==> src/rtl/mem_port_arbiter.sv <==
// Single-port data memory arbiter: committed stores vs. speculative loads, one
// transaction in flight, byte/half/word formatting and tagged load returns.
module mem_port_arbiter #(
    parameter int ADDR_W     = 32,
    parameter int TAG_W      = 6,
    parameter int STARVE_MAX = 4
) (
    input  logic              clk,
    input  logic              rst,
    input  logic              flush,
    input  logic              ld_req_valid,
    output logic              ld_req_ready,
    input  logic [ADDR_W-1:0] ld_req_addr,
    input  logic [1:0]        ld_req_size,
    input  logic              ld_req_signed,
    input  logic [TAG_W-1:0]  ld_req_tag,
    input  logic              st_req_valid,
    output logic              st_req_ready,
    input  logic [ADDR_W-1:0] st_req_addr,
    input  logic [1:0]        st_req_size,
    input  logic [31:0]       st_req_data,
    output logic              mem_valid,
    input  logic              mem_ready,
    output logic              mem_we,
    output logic [ADDR_W-1:0] mem_addr,
    output logic [3:0]        mem_wstrb,
    output logic [31:0]       mem_wdata,
    input  logic              mem_rvalid,
    input  logic [31:0]       mem_rdata,
    output logic              ld_resp_valid,
    output logic [TAG_W-1:0]  ld_resp_tag,
    output logic [31:0]       ld_resp_data,
    output logic              st_done
);

    typedef enum logic [1:0] {IDLE, REQ, RESP} state_t;

    localparam int SW = $clog2(STARVE_MAX + 1);
    localparam logic [SW-1:0] STARVE_LIM = SW'(STARVE_MAX);

    state_t            state_q, state_d;
    logic              is_ld_q, is_ld_d;
    logic [1:0]        addr_lo_q, addr_lo_d;
    logic [1:0]        size_q, size_d;
    logic              signed_q, signed_d;
    logic [TAG_W-1:0]  tag_q, tag_d;
    logic              squash_q, squash_d;
    logic [SW-1:0]     starve_cnt_q, starve_cnt_d;
    logic              mem_valid_q, mem_valid_d;
    logic              mem_we_q, mem_we_d;
    logic [ADDR_W-1:0] mem_addr_q, mem_addr_d;
    logic [3:0]        mem_wstrb_q, mem_wstrb_d;
    logic [31:0]       mem_wdata_q, mem_wdata_d;
    logic              ld_resp_valid_q, ld_resp_valid_d;
    logic [TAG_W-1:0]  ld_resp_tag_q, ld_resp_tag_d;
    logic [31:0]       ld_resp_data_q, ld_resp_data_d;
    logic              st_done_q, st_done_d;

    logic        grant_st, grant_ld;
    logic [3:0]  st_wstrb;
    logic [31:0] st_wdata;
    logic [7:0]  lane_b;
    logic [15:0] lane_h;
    logic [31:0] ld_data;

    // A flushed cycle cannot take a load, so a waiting store goes instead.
    always_comb begin
        grant_st = 1'b0;
        grant_ld = 1'b0;
        if (state_q == IDLE) begin
            if (st_req_valid && (!ld_req_valid || flush || starve_cnt_q < STARVE_LIM))
                grant_st = 1'b1;
            else if (ld_req_valid && !flush)
                grant_ld = 1'b1;
        end
    end

    assign st_req_ready = grant_st;
    assign ld_req_ready = grant_ld;

    always_comb begin
        st_wstrb = 4'b1111;
        st_wdata = st_req_data;
        case (st_req_size)
            2'd0: begin
                st_wstrb = 4'b0001 << st_req_addr[1:0];
                st_wdata = {4{st_req_data[7:0]}};
            end
            2'd1: begin
                st_wstrb = st_req_addr[1] ? 4'b1100 : 4'b0011;
                st_wdata = {2{st_req_data[15:0]}};
            end
            default: ;
        endcase
    end

    always_comb begin
        case (addr_lo_q)
            2'd0:    lane_b = mem_rdata[7:0];
            2'd1:    lane_b = mem_rdata[15:8];
            2'd2:    lane_b = mem_rdata[23:16];
            default: lane_b = mem_rdata[31:24];
        endcase
        lane_h = addr_lo_q[1] ? mem_rdata[31:16] : mem_rdata[15:0];
        case (size_q)
            2'd0:    ld_data = {{24{signed_q & lane_b[7]}}, lane_b};
            2'd1:    ld_data = {{16{signed_q & lane_h[15]}}, lane_h};
            default: ld_data = mem_rdata;
        endcase
    end

    always_comb begin
        state_d         = state_q;
        is_ld_d         = is_ld_q;
        addr_lo_d       = addr_lo_q;
        size_d          = size_q;
        signed_d        = signed_q;
        tag_d           = tag_q;
        squash_d        = squash_q;
        starve_cnt_d    = starve_cnt_q;
        mem_valid_d     = mem_valid_q;
        mem_we_d        = mem_we_q;
        mem_addr_d      = mem_addr_q;
        mem_wstrb_d     = mem_wstrb_q;
        mem_wdata_d     = mem_wdata_q;
        ld_resp_valid_d = 1'b0;
        ld_resp_tag_d   = ld_resp_tag_q;
        ld_resp_data_d  = ld_resp_data_q;
        st_done_d       = 1'b0;

        case (state_q)
            IDLE: begin
                if (grant_ld) begin
                    state_d      = REQ;
                    is_ld_d      = 1'b1;
                    addr_lo_d    = ld_req_addr[1:0];
                    size_d       = ld_req_size;
                    signed_d     = ld_req_signed;
                    tag_d        = ld_req_tag;
                    squash_d     = 1'b0;
                    starve_cnt_d = '0;
                    mem_valid_d  = 1'b1;
                    mem_we_d     = 1'b0;
                    mem_addr_d   = {ld_req_addr[ADDR_W-1:2], 2'b00};
                    mem_wstrb_d  = 4'b0000;
                    mem_wdata_d  = '0;
                end else if (grant_st) begin
                    state_d     = REQ;
                    is_ld_d     = 1'b0;
                    squash_d    = 1'b0;
                    mem_valid_d = 1'b1;
                    mem_we_d    = 1'b1;
                    mem_addr_d  = {st_req_addr[ADDR_W-1:2], 2'b00};
                    mem_wstrb_d = st_wstrb;
                    mem_wdata_d = st_wdata;
                    if (ld_req_valid && starve_cnt_q < STARVE_LIM)
                        starve_cnt_d = starve_cnt_q + 1'b1;
                    else if (!ld_req_valid)
                        starve_cnt_d = '0;
                end else if (!ld_req_valid) begin
                    starve_cnt_d = '0;
                end
            end
            REQ: begin
                if (flush && is_ld_q) squash_d = 1'b1;
                if (mem_ready) begin
                    state_d     = RESP;
                    mem_valid_d = 1'b0;
                end
            end
            RESP: begin
                if (flush && is_ld_q) squash_d = 1'b1;
                if (mem_rvalid) begin
                    state_d = IDLE;
                    if (is_ld_q) begin
                        // A flush landing with the data still kills the result.
                        if (!squash_q && !flush) begin
                            ld_resp_valid_d = 1'b1;
                            ld_resp_tag_d   = tag_q;
                            ld_resp_data_d  = ld_data;
                        end
                    end else begin
                        st_done_d = 1'b1;
                    end
                end
            end
            default: state_d = IDLE;
        endcase
    end

    always_ff @(posedge clk) begin
        if (rst) begin
            state_q         <= IDLE;
            is_ld_q         <= 1'b0;
            addr_lo_q       <= '0;
            size_q          <= '0;
            signed_q        <= 1'b0;
            tag_q           <= '0;
            squash_q        <= 1'b0;
            starve_cnt_q    <= '0;
            mem_valid_q     <= 1'b0;
            mem_we_q        <= 1'b0;
            mem_addr_q      <= '0;
            mem_wstrb_q     <= '0;
            mem_wdata_q     <= '0;
            ld_resp_valid_q <= 1'b0;
            ld_resp_tag_q   <= '0;
            ld_resp_data_q  <= '0;
            st_done_q       <= 1'b0;
        end else begin
            state_q         <= state_d;
            is_ld_q         <= is_ld_d;
            addr_lo_q       <= addr_lo_d;
            size_q          <= size_d;
            signed_q        <= signed_d;
            tag_q           <= tag_d;
            squash_q        <= squash_d;
            starve_cnt_q    <= starve_cnt_d;
            mem_valid_q     <= mem_valid_d;
            mem_we_q        <= mem_we_d;
            mem_addr_q      <= mem_addr_d;
            mem_wstrb_q     <= mem_wstrb_d;
            mem_wdata_q     <= mem_wdata_d;
            ld_resp_valid_q <= ld_resp_valid_d;
            ld_resp_tag_q   <= ld_resp_tag_d;
            ld_resp_data_q  <= ld_resp_data_d;
            st_done_q       <= st_done_d;
        end
    end

    assign mem_valid     = mem_valid_q;
    assign mem_we        = mem_we_q;
    assign mem_addr      = mem_addr_q;
    assign mem_wstrb     = mem_wstrb_q;
    assign mem_wdata     = mem_wdata_q;
    assign ld_resp_valid = ld_resp_valid_q;
    assign ld_resp_tag   = ld_resp_tag_q;
    assign ld_resp_data  = ld_resp_data_q;
    assign st_done       = st_done_q;

endmodule

==> config.mk <==
export PLATFORM = sky130hd
export DESIGN_NAME = mem_port_arbiter
export DESIGN_NICKNAME = d
export VERILOG_FILES = /design/src/rtl/mem_port_arbiter.sv
export SDC_FILE = /design/constraint.sdc
export NUM_CORES = 1
export LEC_CHECK = 0
export CORE_MARGIN = 1
export CORE_UTILIZATION = 37
export CTS_CLUSTER_SIZE = 14
export DETAILED_ROUTE_END_ITERATION = 6
export PLACE_DENSITY_LB_ADDON = 0.2
export SLEW_MARGIN = 20
export SYNTH_ARGS = -nofsm -noshare
export SYNTH_HDL_FRONTEND = slang
export SYNTH_SLANG_ARGS = --single-unit
==> constraint.sdc <==
create_clock -name clk -period 1.86 [get_ports clk]
set_clock_uncertainty 0.2 [all_clocks]
set_input_delay 0.186 -clock clk [delete_from_list [all_inputs] [get_ports clk]]
set_output_delay 0.186 -clock clk [all_outputs]
set_load 0.01 [all_outputs]
==> qor.txt <==
Run status: finished clean
Crit path DAT: 1.94 ns
EDFF count, synth: 0
Number of synthesized register bits: 126
Start point of the worst hold path: ld_req_tag[5]
Largest net degree at the start of global routing: 37
Hold WS: 0.124 ns
Leakage: 3.48 nW
Initial antenna violation count: 0
Worst-skew pair later-pin latency: 0.41 ns
Synth top area share: 0.457
Vias per std cell: 5.36
Share of flip-flops with an asynchronous set or reset: 0
Crit path launch type: register
Final ANT Viol Nets: 0
# DRC: 0
Synth area leader: dfxtp_1
PwrDens: 996 mW/mm^2
Syn Std Cell Area: 0.00552 sq mm
Crit-path max FO: 18
Final slew viol count: 0
Diodes inserted: 0
FF-to-FF setup slack: 0.02 ns
Wire length per cell: 16.0 um
CTS clk-pin slew, worst paths: 0.06 ns
I/O pin total: 258
# port buffers: 255
Worst Hold Class: input pin to register
MaxCap Viol Count: 0
Post-synthesis sequential area ratio: 0.457
Clock Sinks: 126
GRT Util Overall: 0.222
FF-to-FF End: ld_resp_data[6]
Period utilisation layout: 0.987
Syn avg cell area: 8.60 sq um
CTS max path bufs: 2
First-pass GRT wire length: 26.5 mm
Initial drt markers: 341
CP Class: register to register
CTS tree: built
RSZ-0062 raised after global routing: true
Critical Path RT: 1.97 ns
DRT Pass-1 Iters: 5
Area grow syn2layout: 70.6%
Core area: 0.0145 sq mm
Yosys warns: 0
Worst Hold End: tag_q[5]
Starting Density: 0.380
Overall routed net length: 17.9 mm
Crit end category: register
Gpl congestion: 0.838
Cell depth of the worst flop-to-flop path: 6
Netlist cell types: 49
Setup violators final: 0
Cell Rows: 44
CTS Root Cell: clkbuf_16
Vias in the first global route: 5570
Fin nets: 1074
Final Hold Viols: 0
Layout cell share with drive strength beyond 1: 0.148
Most area-consuming cells after synthesis: dfxtp_1 46%, a21oi_1 7.5%, nand2_1 7.3%
Htree depth: 4
Reg-to-Reg Start: squash_q
Vert. Die Dim: 124 um
Maximum VDD drop: 0.635 mV
Vias: 5996
Die Wd: 124 um
Min-Delay Path Depth: 3
Total grt overflow: 0
Primary FF master, synth: dfxtp_1
Final core utilization: 0.648
TNS Setup: 0 ns
Tmin final: 1.84 ns
Max Clk Rate: 545 MHz
Synthesized instance count: 642
DP HPWL: 13.3 mm
Die ar.: 0.0154 sq mm
CTS Buf Count: 17
==> Yosys cell counts (2+ instances only) <==
cell       instances
o2bb2ai_1         25
o21ai_0           25
o21ai_1            2
and3_1             8
mux2_2             8
nor2b_1           16
nand2b_1           5
dfxtp_1          126
nor2_1            24
and2b_1            2
a31oi_1           11
a211oi_1          11
buf_1              3
ha_1               5
nor3_1            18
a22o_1            12
buf_6              3
nand3_1            4
nand2_1          108
a22oi_1           30
inv_1              8
a21o_1             2
buf_4              4
clkbuf_1          34
a311oi_1           7
a311o_1            6
a21oi_1           83
buf_2             13
mux2i_1           19
==> through the flow <==
stage	cells	instance area, sq um	total power [W]	worst slack (ns)
after floorplan	643	5530	0.00429	0.0102
after global placement	1084	8590	0.00572	-0.285
after detailed placement	1084	8590	0.00580	-0.292
after CTS	1116	9250	0.00940	-0.00547
after global routing	1119	9420	0.00979	-0.0234
final	1119	9420	0.00938	0.0248
==> cell families (layout without fill, tap and decap cells) <==
kind of cell | Yosys count | after routing | share of synthesized area
flip-flops | 126 | 126 | 0.457
adder cells (fa/ha/maj) | 5 | 5 | 0.0113
other | 1 | 2 | 0.000679
AND/OR/NAND/NOR | 193 | 193 | 0.156
multiplexers | 27 | 27 | 0.0508
buffers and inverters | 66 | 358 | 0.0546
AO/OA/AOI/OAI | 224 | 224 | 0.270
==> report_power, final <==
part	internal, W	switching [W]
clock	0.00237	0.00117
sequential	0.00302	0.000170
combinational	0.00145	0.00120
==> cell type report <==
type / instances / area [sq um]
clock buffer: 21 / 480
tap: 184 / 230
fill: 1201 / 5120
clock inverter: 10 / 160
multi-input combinational: 451 / 2810
timing repair buffer: 318 / 3170
inverter: 9 / 37.5
sequential: 126 / 2530
==> state kept, by name, summed over array words and instances (netlist names), 2 cells and up <==
name / flops
mem_wstrb: 4
mem_addr: 30
state_q: 2
mem_wdata: 32
addr_lo_q: 2
starve_cnt_q: 3
size_q: 2
ld_resp_data: 32
tag_q: 6
ld_resp_tag: 6
==> per-layer routing <==
metal | track usage | part of all wire
met1 | 0.247 | 0.39
met2 | 0.393 | 0.51
met3 | 0.0746 | 0.083
met4 | 0.0781 | 0.014
met5 | 0 | 0
==> worst max-delay path, stage by stage (launching register included) <==
cell	delay, ns
dfxtp_1	0.30
or3b_4	0.40
buf_8	0.18
nor2_4	0.17
clkbuf_16	0.18
nor2_1	0.05
a211oi_1	0.25
==> worst max-delay path by stage <==
| stage | start | endpoint | slack [ns] | cells past startpoint |
|---|---|---|---|---|
| after detailed placement | flush | ld_resp_data[13] | -0.29 | 7 |
| final | squash_q | ld_resp_data[6] | 0.02 | 6 |
| after global placement | flush | st_req_ready | -0.29 | 4 |
| after global routing | state_q[0] | state_q[1] | -0.02 | 8 |
| after CTS | state_q[0] | ld_resp_data[13] | -0.005 | 9 |
| after floorplan | state_q[0] | ld_resp_data[23] | 0.01 | 8 |
==> repair_timing <==
action | in CTS | in global routing
gates cloned | 0 | 1
hold buffers | 1 | 0
resized for setup | 12 | 35
buffers inserted | 0 | 2
endpoints found under the setup margin | 26 | 72
hold endpoints to repair | 3 | 0
pin swaps | 0 | 11
==> placed cells by master, fill, tap and decap left out, types with 4 or more instances in the layout <==
| cell | netlist | final |
|---|---|---|
| a22o_1 | 12 | 12 |
| and3_1 | 8 | 8 |
| buf_12 | 0 | 9 |
| a311o_1 | 6 | 6 |
| clkbuf_16 | 0 | 18 |
| a211oi_1 | 11 | 9 |
| inv_1 | 8 | 5 |
| mux2_2 | 8 | 8 |
| nor2b_1 | 16 | 15 |
| nand2_1 | 108 | 108 |
| a311oi_1 | 7 | 6 |
| clkdlybuf4s50_1 | 0 | 252 |
| clkbuf_8 | 0 | 4 |
| mux2i_1 | 19 | 19 |
| bufinv_16 | 0 | 4 |
| a22oi_1 | 30 | 30 |
| nor3_2 | 1 | 8 |
| a21oi_1 | 83 | 82 |
| nor2_1 | 24 | 24 |
| buf_4 | 4 | 48 |
| dfxtp_1 | 126 | 123 |
| nand3_1 | 4 | 4 |
| buf_6 | 3 | 4 |
| nand2b_1 | 5 | 5 |
| o21ai_0 | 25 | 18 |
| o21ai_1 | 2 | 8 |
| nor3_1 | 18 | 9 |
| o2bb2ai_1 | 25 | 25 |
| a31oi_1 | 11 | 11 |
(Power assumes the default switching activity.)
